==> config.mk <==
export PLATFORM = sky130hd
export DESIGN_NAME = serial_subtractor
export DESIGN_NICKNAME = d
export VERILOG_FILES = /design/src/rtl/serial_subtractor.sv
export SDC_FILE = /design/constraint.sdc
export NUM_CORES = 1
export LEC_CHECK = 0
export ABC_CLOCK_PERIOD_IN_PS = 1370
export CAP_MARGIN = 10
export CELL_PAD_IN_SITES_DETAIL_PLACEMENT = 0
export CELL_PAD_IN_SITES_GLOBAL_PLACEMENT = 1
export CORE_UTILIZATION = 38
export CTS_BUF_LIST = sky130_fd_sc_hd__clkbuf_8
export CTS_CLUSTER_DIAMETER = 30
export DETAILED_ROUTE_END_ITERATION = 8
export MAX_ROUTING_LAYER = met4
export PLACE_DENSITY = 0.75
export SYNTH_ARGS = -nofsm -noshare
export SYNTH_HDL_FRONTEND = slang
export SYNTH_SLANG_ARGS = --single-unit
==> constraint.sdc <==
create_clock -name clk -period 1.37 [get_ports clk]
set_input_delay 0.274 -clock clk [delete_from_list [all_inputs] [get_ports clk]]
set_output_delay 0.274 -clock clk [all_outputs]
set_load 0.02 [all_outputs]
==> src/rtl/serial_subtractor.sv <==
// serial_subtractor: multi-cycle unsigned subtractor computing a - b - bin,
// DIGIT bits per clock over K = WIDTH/DIGIT RUN cycles.
//
// Parameters:
//   WIDTH  operand/result width (>= 1)
//   DIGIT  bits processed per cycle; WIDTH must be a multiple of DIGIT
//
// Ports:
//   clk    rising-edge clock
//   rst_n  asynchronous active-low reset
//   start  request, accepted only while ready=1 (IDLE or DONE)
//   a, b   minuend / subtrahend, latched on accepted start
//   bin    borrow-in, latched on accepted start
//   ready  high in IDLE and DONE
//   busy   high in RUN
//   done   one-cycle pulse in DONE; diff/bout hold the new result
//   diff   a - b - bin modulo 2^WIDTH, held until the next completion
//   bout   borrow-out, 1 when a < b + bin
//
// Build option:
//   SUB_SATURATE_EN  when defined, a final borrow of 1 clamps diff to zero
//                    (bout still reports the borrow).
module serial_subtractor #(
    parameter int unsigned WIDTH = 8,
    parameter int unsigned DIGIT = 1
) (
    input  logic             clk,
    input  logic             rst_n,
    input  logic             start,
    input  logic [WIDTH-1:0] a,
    input  logic [WIDTH-1:0] b,
    input  logic             bin,
    output logic             ready,
    output logic             busy,
    output logic             done,
    output logic [WIDTH-1:0] diff,
    output logic             bout
);

    localparam int unsigned K  = WIDTH / DIGIT;
    localparam int unsigned CW = $clog2(K + 1);
    localparam int unsigned DW = DIGIT + 1;

    typedef enum logic [1:0] {
        S_IDLE = 2'd0,
        S_RUN  = 2'd1,
        S_DONE = 2'd2
    } state_t;

    state_t           state_q;
    state_t           state_d;
    logic [WIDTH-1:0] a_q;
    logic [WIDTH-1:0] b_q;
    logic [WIDTH-1:0] res_q;
    logic [WIDTH-1:0] diff_q;
    logic             brw_q;
    logic             bout_q;
    logic [CW-1:0]    cnt_q;

    logic                   accept_c;
    logic                   last_c;
    logic [DIGIT:0]         sub_c;
    logic [WIDTH+DIGIT-1:0] cat_c;
    logic [WIDTH-1:0]       res_next_c;

    // Start is honoured in IDLE and DONE only; RUN ignores it.
    assign accept_c = (state_q != S_RUN) && start;
    assign last_c   = (state_q == S_RUN) && (cnt_q == CW'(K - 1));

    // One digit of subtraction; the extra MSB is the outgoing borrow.
    assign sub_c = {1'b0, a_q[DIGIT-1:0]} - {1'b0, b_q[DIGIT-1:0]} - DW'(brw_q);

    // New digit enters the result register from the MSB side.
    assign cat_c      = {sub_c[DIGIT-1:0], res_q};
    assign res_next_c = cat_c[WIDTH+DIGIT-1:DIGIT];

    // State register
    always_ff @(posedge clk or negedge rst_n) begin
        if (!rst_n) begin
            state_q <= S_IDLE;
        end else begin
            state_q <= state_d;
        end
    end

    // Next-state logic
    always_comb begin
        state_d = state_q;
        case (state_q)
            S_IDLE:  if (start) state_d = S_RUN;
            S_RUN:   if (last_c) state_d = S_DONE;
            S_DONE:  state_d = start ? S_RUN : S_IDLE;
            default: state_d = S_IDLE;
        endcase
    end

    // Status decode from the registered state
    always_comb begin
        ready = 1'b0;
        busy  = 1'b0;
        done  = 1'b0;
        case (state_q)
            S_IDLE:  ready = 1'b1;
            S_RUN:   busy  = 1'b1;
            S_DONE:  begin
                ready = 1'b1;
                done  = 1'b1;
            end
            default: ready = 1'b1;
        endcase
    end

    // Operand shifters, borrow flop, beat counter and held result
    always_ff @(posedge clk or negedge rst_n) begin
        if (!rst_n) begin
            a_q    <= '0;
            b_q    <= '0;
            res_q  <= '0;
            brw_q  <= 1'b0;
            cnt_q  <= '0;
            diff_q <= '0;
            bout_q <= 1'b0;
        end else if (accept_c) begin
            a_q   <= a;
            b_q   <= b;
            brw_q <= bin;
            cnt_q <= '0;
        end else if (state_q == S_RUN) begin
            a_q   <= a_q >> DIGIT;
            b_q   <= b_q >> DIGIT;
            brw_q <= sub_c[DIGIT];
            res_q <= res_next_c;
            if (last_c) begin
`ifdef SUB_SATURATE_EN
                diff_q <= sub_c[DIGIT] ? '0 : res_next_c;
`else
                diff_q <= res_next_c;
`endif
                bout_q <= sub_c[DIGIT];
            end else begin
                cnt_q <= cnt_q + CW'(1);
            end
        end
    end

    assign diff = diff_q;
    assign bout = bout_q;

endmodule

==> metrics.md, run 1 <==
| Metric | Value |
|---|---|
| Outcome | `complete, but fails checks` |
| Failing checks | `negative setup slack` |
| Share of cells above drive strength 1 | `0.2041` |
| DRT Pass-1 Iters | `4` |
| Max Cap Violations | `0` |
| Crit path kind | `reg -> reg` |
| CP bufs+invs | `3` |
| Clock sink count | `39` |
| Global-route wire length before repair | `6113 um` |
| Grt total ovfl | `0` |
| Fin crit period | `1.421 ns` |
| Routability cong. | `0.7349` |
| Post-DP HPWL | `2379 um` |
| Synth Instances | `150` |
| Max clock buf depth | `2` |
| Vias in the first global route | `1297` |
| Clk pin slew, worst setup/hold paths | `0.07 ns` |
| Final nets | `217` |
| DR iter-0 viols | `81` |
| Setup TNS Final | `-0.3549 ns` |
| Slew Limit Fails | `0` |
| Critical Path RT | `1.55 ns` |
| #FFs+latches synth | `39` |
| HP Class | `in -> async` |
| IO Count | `32` |
| Antenna viol nets, final | `0` |
| Reg2Reg Depth | `6` |
| Post-Syn Area | `1734 um^2` |
| Cell-internal power | `2.982 mW` |
| Switching Share | `0.3738` |
| Lkg Pwr | `1.147 nW` |
| Fmax | `704.0 MHz` |
| Synth top area cells | `dfrtp_1 56%, mux2i_1 10%, nand2_1 7.6%` |
| Sequential cell area | `975.9 um^2` |
| Clock skew | `0.006141 ns` |
| CP dominant cell by count | `buf_6` |
| Pin count of the biggest net entering global routing | `39` |
| Final setup fails | `10` |
| Die X | `69.56 um` |
| Mean Syn Cell Area | `11.56 um^2` |
| Synth top area share | `0.5628` |
| Synth Net Count | `172` |
| Critical path capture point type | `flop` |
| Register area share after synthesis | `0.5628` |
| Row count | `24` |
| Sw Pwr | `1.780 mW` |
| I/O Buffers | `31` |
| Unrepaired setup endpoints after global routing | `yes` |
| Final critical-path setup slack | `-0.05051 ns` |
| Aggregate global-route resource usage | `0.1689` |
| Num CTS Buffers | `5` |
| Multi-input gate area | `743.2 um^2` |
| Clk Latency, worst-skew pair | `0.29 ns` |
| Critical path's slowest cell | `dfrtp_1` |
| Crit-path max FO | `4` |
| Layout area overhead | `31.67%` |
| Worst slew pin tran | `0.4268 ns` |
| WL/cell | `13.48 um` |
| Starting Density | `0.3955` |
| Total inserted antenna cells | `0` |
| Worst Path Arrival | `1.60 ns` |
| Reg2reg start | `state_q[1]$_DFFE_PN0P_` |
| Synth cell types | `26` |
| Period utilisation layout | `1.037` |
| Reg2reg end | `diff[1]$_DFFE_PN0P_` |
| Worst hold slack | `0.4585 ns` |
| R2R Setup Slk | `-0.05 ns` |
| CP cell instances | `nor2b_4 > buf_6 > inv_4 > buf_6 > nor2_4 > mux2_4` |
| Initial antenna violation count | `0` |
| Reg power frac | `0.417` |
| Root Driver | `clkbuf_8` |
| H-Tree Depth | `2` |
| DIE AREA | `4838 um^2` |
| CTS tree | `yes` |
| Pwr dens | `2085 nW/um^2` |
| Slew headroom | `0.7154` |
| Vias | `1194` |
| Power share of the clock group | `0.152` |
| Logic pwr share | `0.431` |
| DRC violations left | `0` |
| Die H | `69.56 um` |
| Yosys warns | `0` |
| Leading area contributor after synthesis | `dfrtp_1` |
| Final Hold Vio Count | `0` |
| Cell family with most CP delay | `flip-flops` |
| Overall power | `4.762 mW` |
| Max rail drop VDD | `0.0006722 V` |
| Commonest non-fill, non-tap cell in the layout | `dfrtp_1` |
| Startpoint types | `flop` |
| Routed WL | `3343 um` |
| Commonest non-fill, non-tap cells in the layout | `39 x dfrtp_1, 35 x nand2_1, 18 x mux2i_1, 18 x clkdlybuf4s50_1, 17 x o21ai_0` |
| Core area | `4384 um^2` |
| Vias per inst | `4.815` |
| Worst path max stage delay | `0.41 ns` |
| Fill count | `389` |
-- how the worst max path moves through the flow --
stage / from / endpoint / slack (ns) / cells after the start
3_3_place_gp: state_q[1]$_DFFE_PN0P_ / busy / -0.13 / 2
5_1_grt: state_q[1]$_DFFE_PN0P_ / diff[5]$_DFFE_PN0P_ / -0.11 / 6
4_1_cts: state_q[1]$_DFFE_PN0P_ / busy / -0.1 / 2
2_1_floorplan: cnt_q[0]$_DFFE_PN0P_ / bout$_DFFE_PN0P_ / 0.01 / 4
6_report: state_q[1]$_DFFE_PN0P_ / diff[1]$_DFFE_PN0P_ / -0.05 / 6
3_5_place_dp: state_q[1]$_DFFE_PN0P_ / busy / -0.15 / 2
-- sequential cells by signal, indices dropped and copies added, names as in the netlist --
register and cells:
a_q 8, b_q 8, bout 1, brw_q 1
cnt_q 4, diff 8, res_q 7, state_q 2
-- stage by stage --
| step | area, um^2 | util | cells | worst slack, ns |
|---|---|---|---|---|
| 3_5_place_dp | 2152 | 0.4909 | 237 | -0.1500 |
| 2_1_floorplan | 1737 | - | 150 | 0.01499 |
| 3_3_place_gp | 2152 | 0.4909 | 237 | -0.1329 |
| 6_report | 2283 | 0.5208 | 248 | -0.05051 |
| 5_1_grt | 2283 | 0.5208 | 248 | -0.1114 |
| 4_1_cts | 2271 | 0.5180 | 248 | -0.09542 |
-- per-layer routing --
metal	global-route usage	up-vias	wire, um
met3	0.05378	6	149
met1	0.2019	567	1516
met5	-	-	0
li1	-	599	-
met2	0.2686	22	1626
met4	0.06122	0	51
-- area by class of cell --
cell class,count,area share
sequential,39,0.4274
multi-input combinational,101,0.3255
timing repair buffer,45,0.1770
clock buffer,5,0.03014
tap,52,0.02849
inverter,3,0.006027
clock inverter,3,0.005479
-- synthesized netlist by cell type --
library cell	instances
a211o_1	1
clkbuf_1	1
a21oi_1	1
mux2i_1	18
nand2_1	35
nor2_8	1
and2b_1	1
a32o_1	1
o31ai_1	1
dfrtp_1	39
inv_1	2
nor2_1	5
buf_6	1
nor2b_2	1
nor4_1	1
nand3b_4	1
o21ai_0	18
a22o_1	1
nand3_1	2
a211oi_1	1
buf_2	6
fa_1	1
inv_4	1
and3_1	1
mux2_4	8
ha_1	1
-- cells by family (layout without fill, tap and decap cells) --
group | after synthesis | count (layout) | synth area share
AO/OA/AOI/OAI | 24 | 24 | 0.07937
adder cells (fa/ha/maj) | 2 | 2 | 0.01876
buffers and inverters | 11 | 56 | 0.03391
flip-flops | 39 | 39 | 0.5628
multiplexers | 26 | 26 | 0.1732
AND/OR/NAND/NOR | 48 | 49 | 0.1320
-- power groups by stage --
stage                     clock network, mW  logic [mW]  registers [mW]
after CTS                             0.758        2.03            1.98
final                                 0.722        2.05            1.99
after global placement                    0        1.95            1.96
after global routing                  0.810        2.27            2.06
after floorplan                           0        1.16            2.06
after detailed placement                  0        2.03            1.98
-- worst register-to-register path, stage by stage (launching register included) --
cell,delay (ns)
dfrtp_1,0.41
nor2b_4,0.14
buf_6,0.12
inv_4,0.03
buf_6,0.12
nor2_4,0.17
mux2_4,0.32
-- timing repair --
action / in CTS / in global routing
buffers inserted: 1 / 0
cloned: 1 / 0
endpoints found under the hold margin: 17 / 0
pin swaps: 2 / 1
endpoints found under the setup margin: 24 / 15
resized for setup: 24 / 7
hold buffers: 1 / 0
Note: power is estimated with default switching activity, not from simulation.
==> run 2: changes to the inputs <==
Settings changed: CELL_PAD_IN_SITES_GLOBAL_PLACEMENT 1 to 2, CORE_UTILIZATION 38 to 31, PLACE_DENSITY 0.75 to 0.74.
==> run 2 against run 1 <==
  * The flow still finishes with violations (negative setup slack)
  * Core utilization down 7.4 points
  * First-iteration DRC count down 23%
  * Clock skew up 0.0016 ns
  * Combinational power about the same
  * Setup slack better by 0.041 ns
  * Sequential power about the same
  * Fmax up 3.0%
  * Final cell count up 6.5%
  * Highest routed layer unchanged
==> metrics.md, run 2 (same netlist as run 1, synthesis figures left out) <==
| Metric | Value |
|---|---|
| Commonest non-fill, non-tap cell in the layout | `dfrtp_1` |
| Worst slew pin tran | `0.3722 ns` |
| Worst path max stage delay | `0.41 ns` |
| Clock sink count | `39` |
| Row count | `26` |
| CP bufs+invs | `2` |
| Lkg Pwr | `1.150 nW` |
| H-Tree Depth | `2` |
| DR iter-0 viols | `62` |
| Cell family with most CP delay | `flip-flops` |
| Final critical-path setup slack | `-0.009293 ns` |
| Grt total ovfl | `0` |
| Global-route wire length before repair | `6003 um` |
| Critical Path RT | `1.54 ns` |
| Max rail drop VDD | `0.0006412 V` |
| Slew headroom | `0.7519` |
| Fin util | `0.4472` |
| Critical path capture point type | `flop` |
| Outcome | `complete, but fails checks` |
| DRC violations left | `0` |
| Failing checks | `negative setup slack` |
| Busiest grt layer | `met2` |
| Critical path's slowest cell | `dfrtp_1` |
| DRT Pass-1 Iters | `6` |
| Crit-path max FO | `4` |
| Startpoint types | `flop` |
| Die H | `76.80 um` |
| Core area | `5238 um^2` |
| Max Cap Violations | `0` |
| Crit path kind | `reg -> reg` |
| Initial antenna violation count | `0` |
| CTS tree | `yes` |
| Fmax | `725.0 MHz` |
| Fill count | `511` |
| Die X | `76.80 um` |
| Pwr dens | `2097 nW/um^2` |
| Total inserted antenna cells | `0` |
| Fin crit period | `1.379 ns` |
| Slew Limit Fails | `0` |
| Layout area overhead | `35.07%` |
| Pin count of the biggest net entering global routing | `26` |
| Vias per inst | `4.496` |
| Fin cells | `264` |
| Cells after DPL | `253` |
| Aggregate global-route resource usage | `0.1350` |
| Num CTS Buffers | `5` |
| Overall power | `4.912 mW` |
| Clock skew | `0.007722 ns` |
| Root Driver | `clkbuf_8` |
| Final Hold Vio Count | `0` |
| CP cell instances | `nor2b_4 > inv_4 > buf_6 > nor2_4 > mux2_4` |
| Antenna viol nets, final | `0` |
| Post-DP HPWL | `2302 um` |
| Met1 Usage GRT | `0.1742` |
| Max clock buf depth | `2` |
| Vias | `1187` |
| Final instance area | `2342 um^2` |
| Final setup fails | `3` |
| GRT met3 Usage | `0.02857` |
| Starting Density | `0.3311` |
| WL/cell | `13.03 um` |
| Unrepaired setup endpoints after global routing | `yes` |
| Worst Path Arrival | `1.55 ns` |
| IO Count | `32` |
| Routability cong. | `0.7053` |
| Commonest non-fill, non-tap cells in the layout | `39 x dfrtp_1, 35 x nand2_1, 18 x clkdlybuf4s50_1, 17 x mux2i_1, 17 x o21ai_0` |
| Dpl cell area | `2190 um^2` |
| Vias in the first global route | `1232` |
| Routed WL | `3439 um` |
| Clk Latency, worst-skew pair | `0.28 ns` |
| Final nets | `216` |
| Clk pin slew, worst setup/hold paths | `0.08 ns` |
| DIE AREA | `5897 um^2` |
| HP Class | `in -> async` |
| Met2 GRT Util | `0.1991` |
| Period utilisation layout | `1.007` |
| I/O Buffers | `31` |
| Share of cells above drive strength 1 | `0.1959` |
## run 2: worst reg2reg max path, stage by stage (launching register included)
cell,delay (ns)
dfrtp_1,0.41
nor2b_4,0.18
inv_4,0.04
buf_6,0.13
nor2_4,0.19
mux2_4,0.32
## run 2: path summary, 6_finish.rpt
path	startpoint	end	slack, ns	depth (start not counted)
setup / recovery	state_q[1]$_DFFE_PN0P_	bout$_DFFE_PN0P_	-0.009	5
hold / removal	rst_n	a_q[6]$_DFFE_PN0P_	0.43	2
setup reg to reg	state_q[1]$_DFFE_PN0P_	bout$_DFFE_PN0P_	-0.009	5
hold reg to reg	b_q[2]$_DFFE_PN0P_	b_q[1]$_DFFE_PN0P_	0.48	2
max in group asynchronous	rst_n	brw_q$_DFFE_PN0P_	0.48	3
min in group clk	b_q[2]$_DFFE_PN0P_	b_q[1]$_DFFE_PN0P_	0.48	2
## run 2: per-stage QoR
stage               setup TNS [ns]  hold slack, ns  worst slack, ns
floorplan                        0        -0.02159          0.01499
global placement            -1.033          0.2119         -0.07791
detailed placement          -1.484          0.2126         -0.09040
CTS                       -0.02507          0.4435        -0.008796
global route               -0.4482          0.4597         -0.06174
finish                    -0.02233          0.4315        -0.009293
## run 2: metal layers
layer,wire (um),part of all wire,vias to the layer above
met2,1652,0.48,20
met1,1652,0.48,566
met4,23,0.0067,0
li1,-,-,599
met3,110,0.032,2
met5,0,0,-
## run 2: repair_timing
action	in CTS	in global routing
endpoints found under the hold margin	14	0
pin swaps	2	0
hold buffers	1	0
setup endpoints to repair	29	24
setup buffers	0	2
gates cloned	1	0
resized for setup	24	5
## run 2: cell type report
| cell class | count | area (um^2) | area share |
|---|---|---|---|
| well taps | 70 | 87.58 | 0.03739 |
| inverters | 3 | 13.76 | 0.005876 |
| clock inverters | 2 | 33.78 | 0.01442 |
| clock buffers | 5 | 68.82 | 0.02938 |
| repair buffers | 44 | 415.4 | 0.1773 |
| flip-flops and latches | 39 | 975.9 | 0.4167 |
| multi-input cells | 101 | 747.0 | 0.3189 |
## run 2: where the power goes
group,switching [mW],total [mW],internal [mW]
sequential,0.324,1.97,1.65
clock,0.376,0.903,0.526
combinational,1.06,2.04,0.979
==> run 3: changes to the inputs <==
Settings changed: GPL_ROUTABILITY_DRIVEN set to 0.
==> results of run 3 <==
No change in the layout: final DEF, timing and power equal those of run 2.
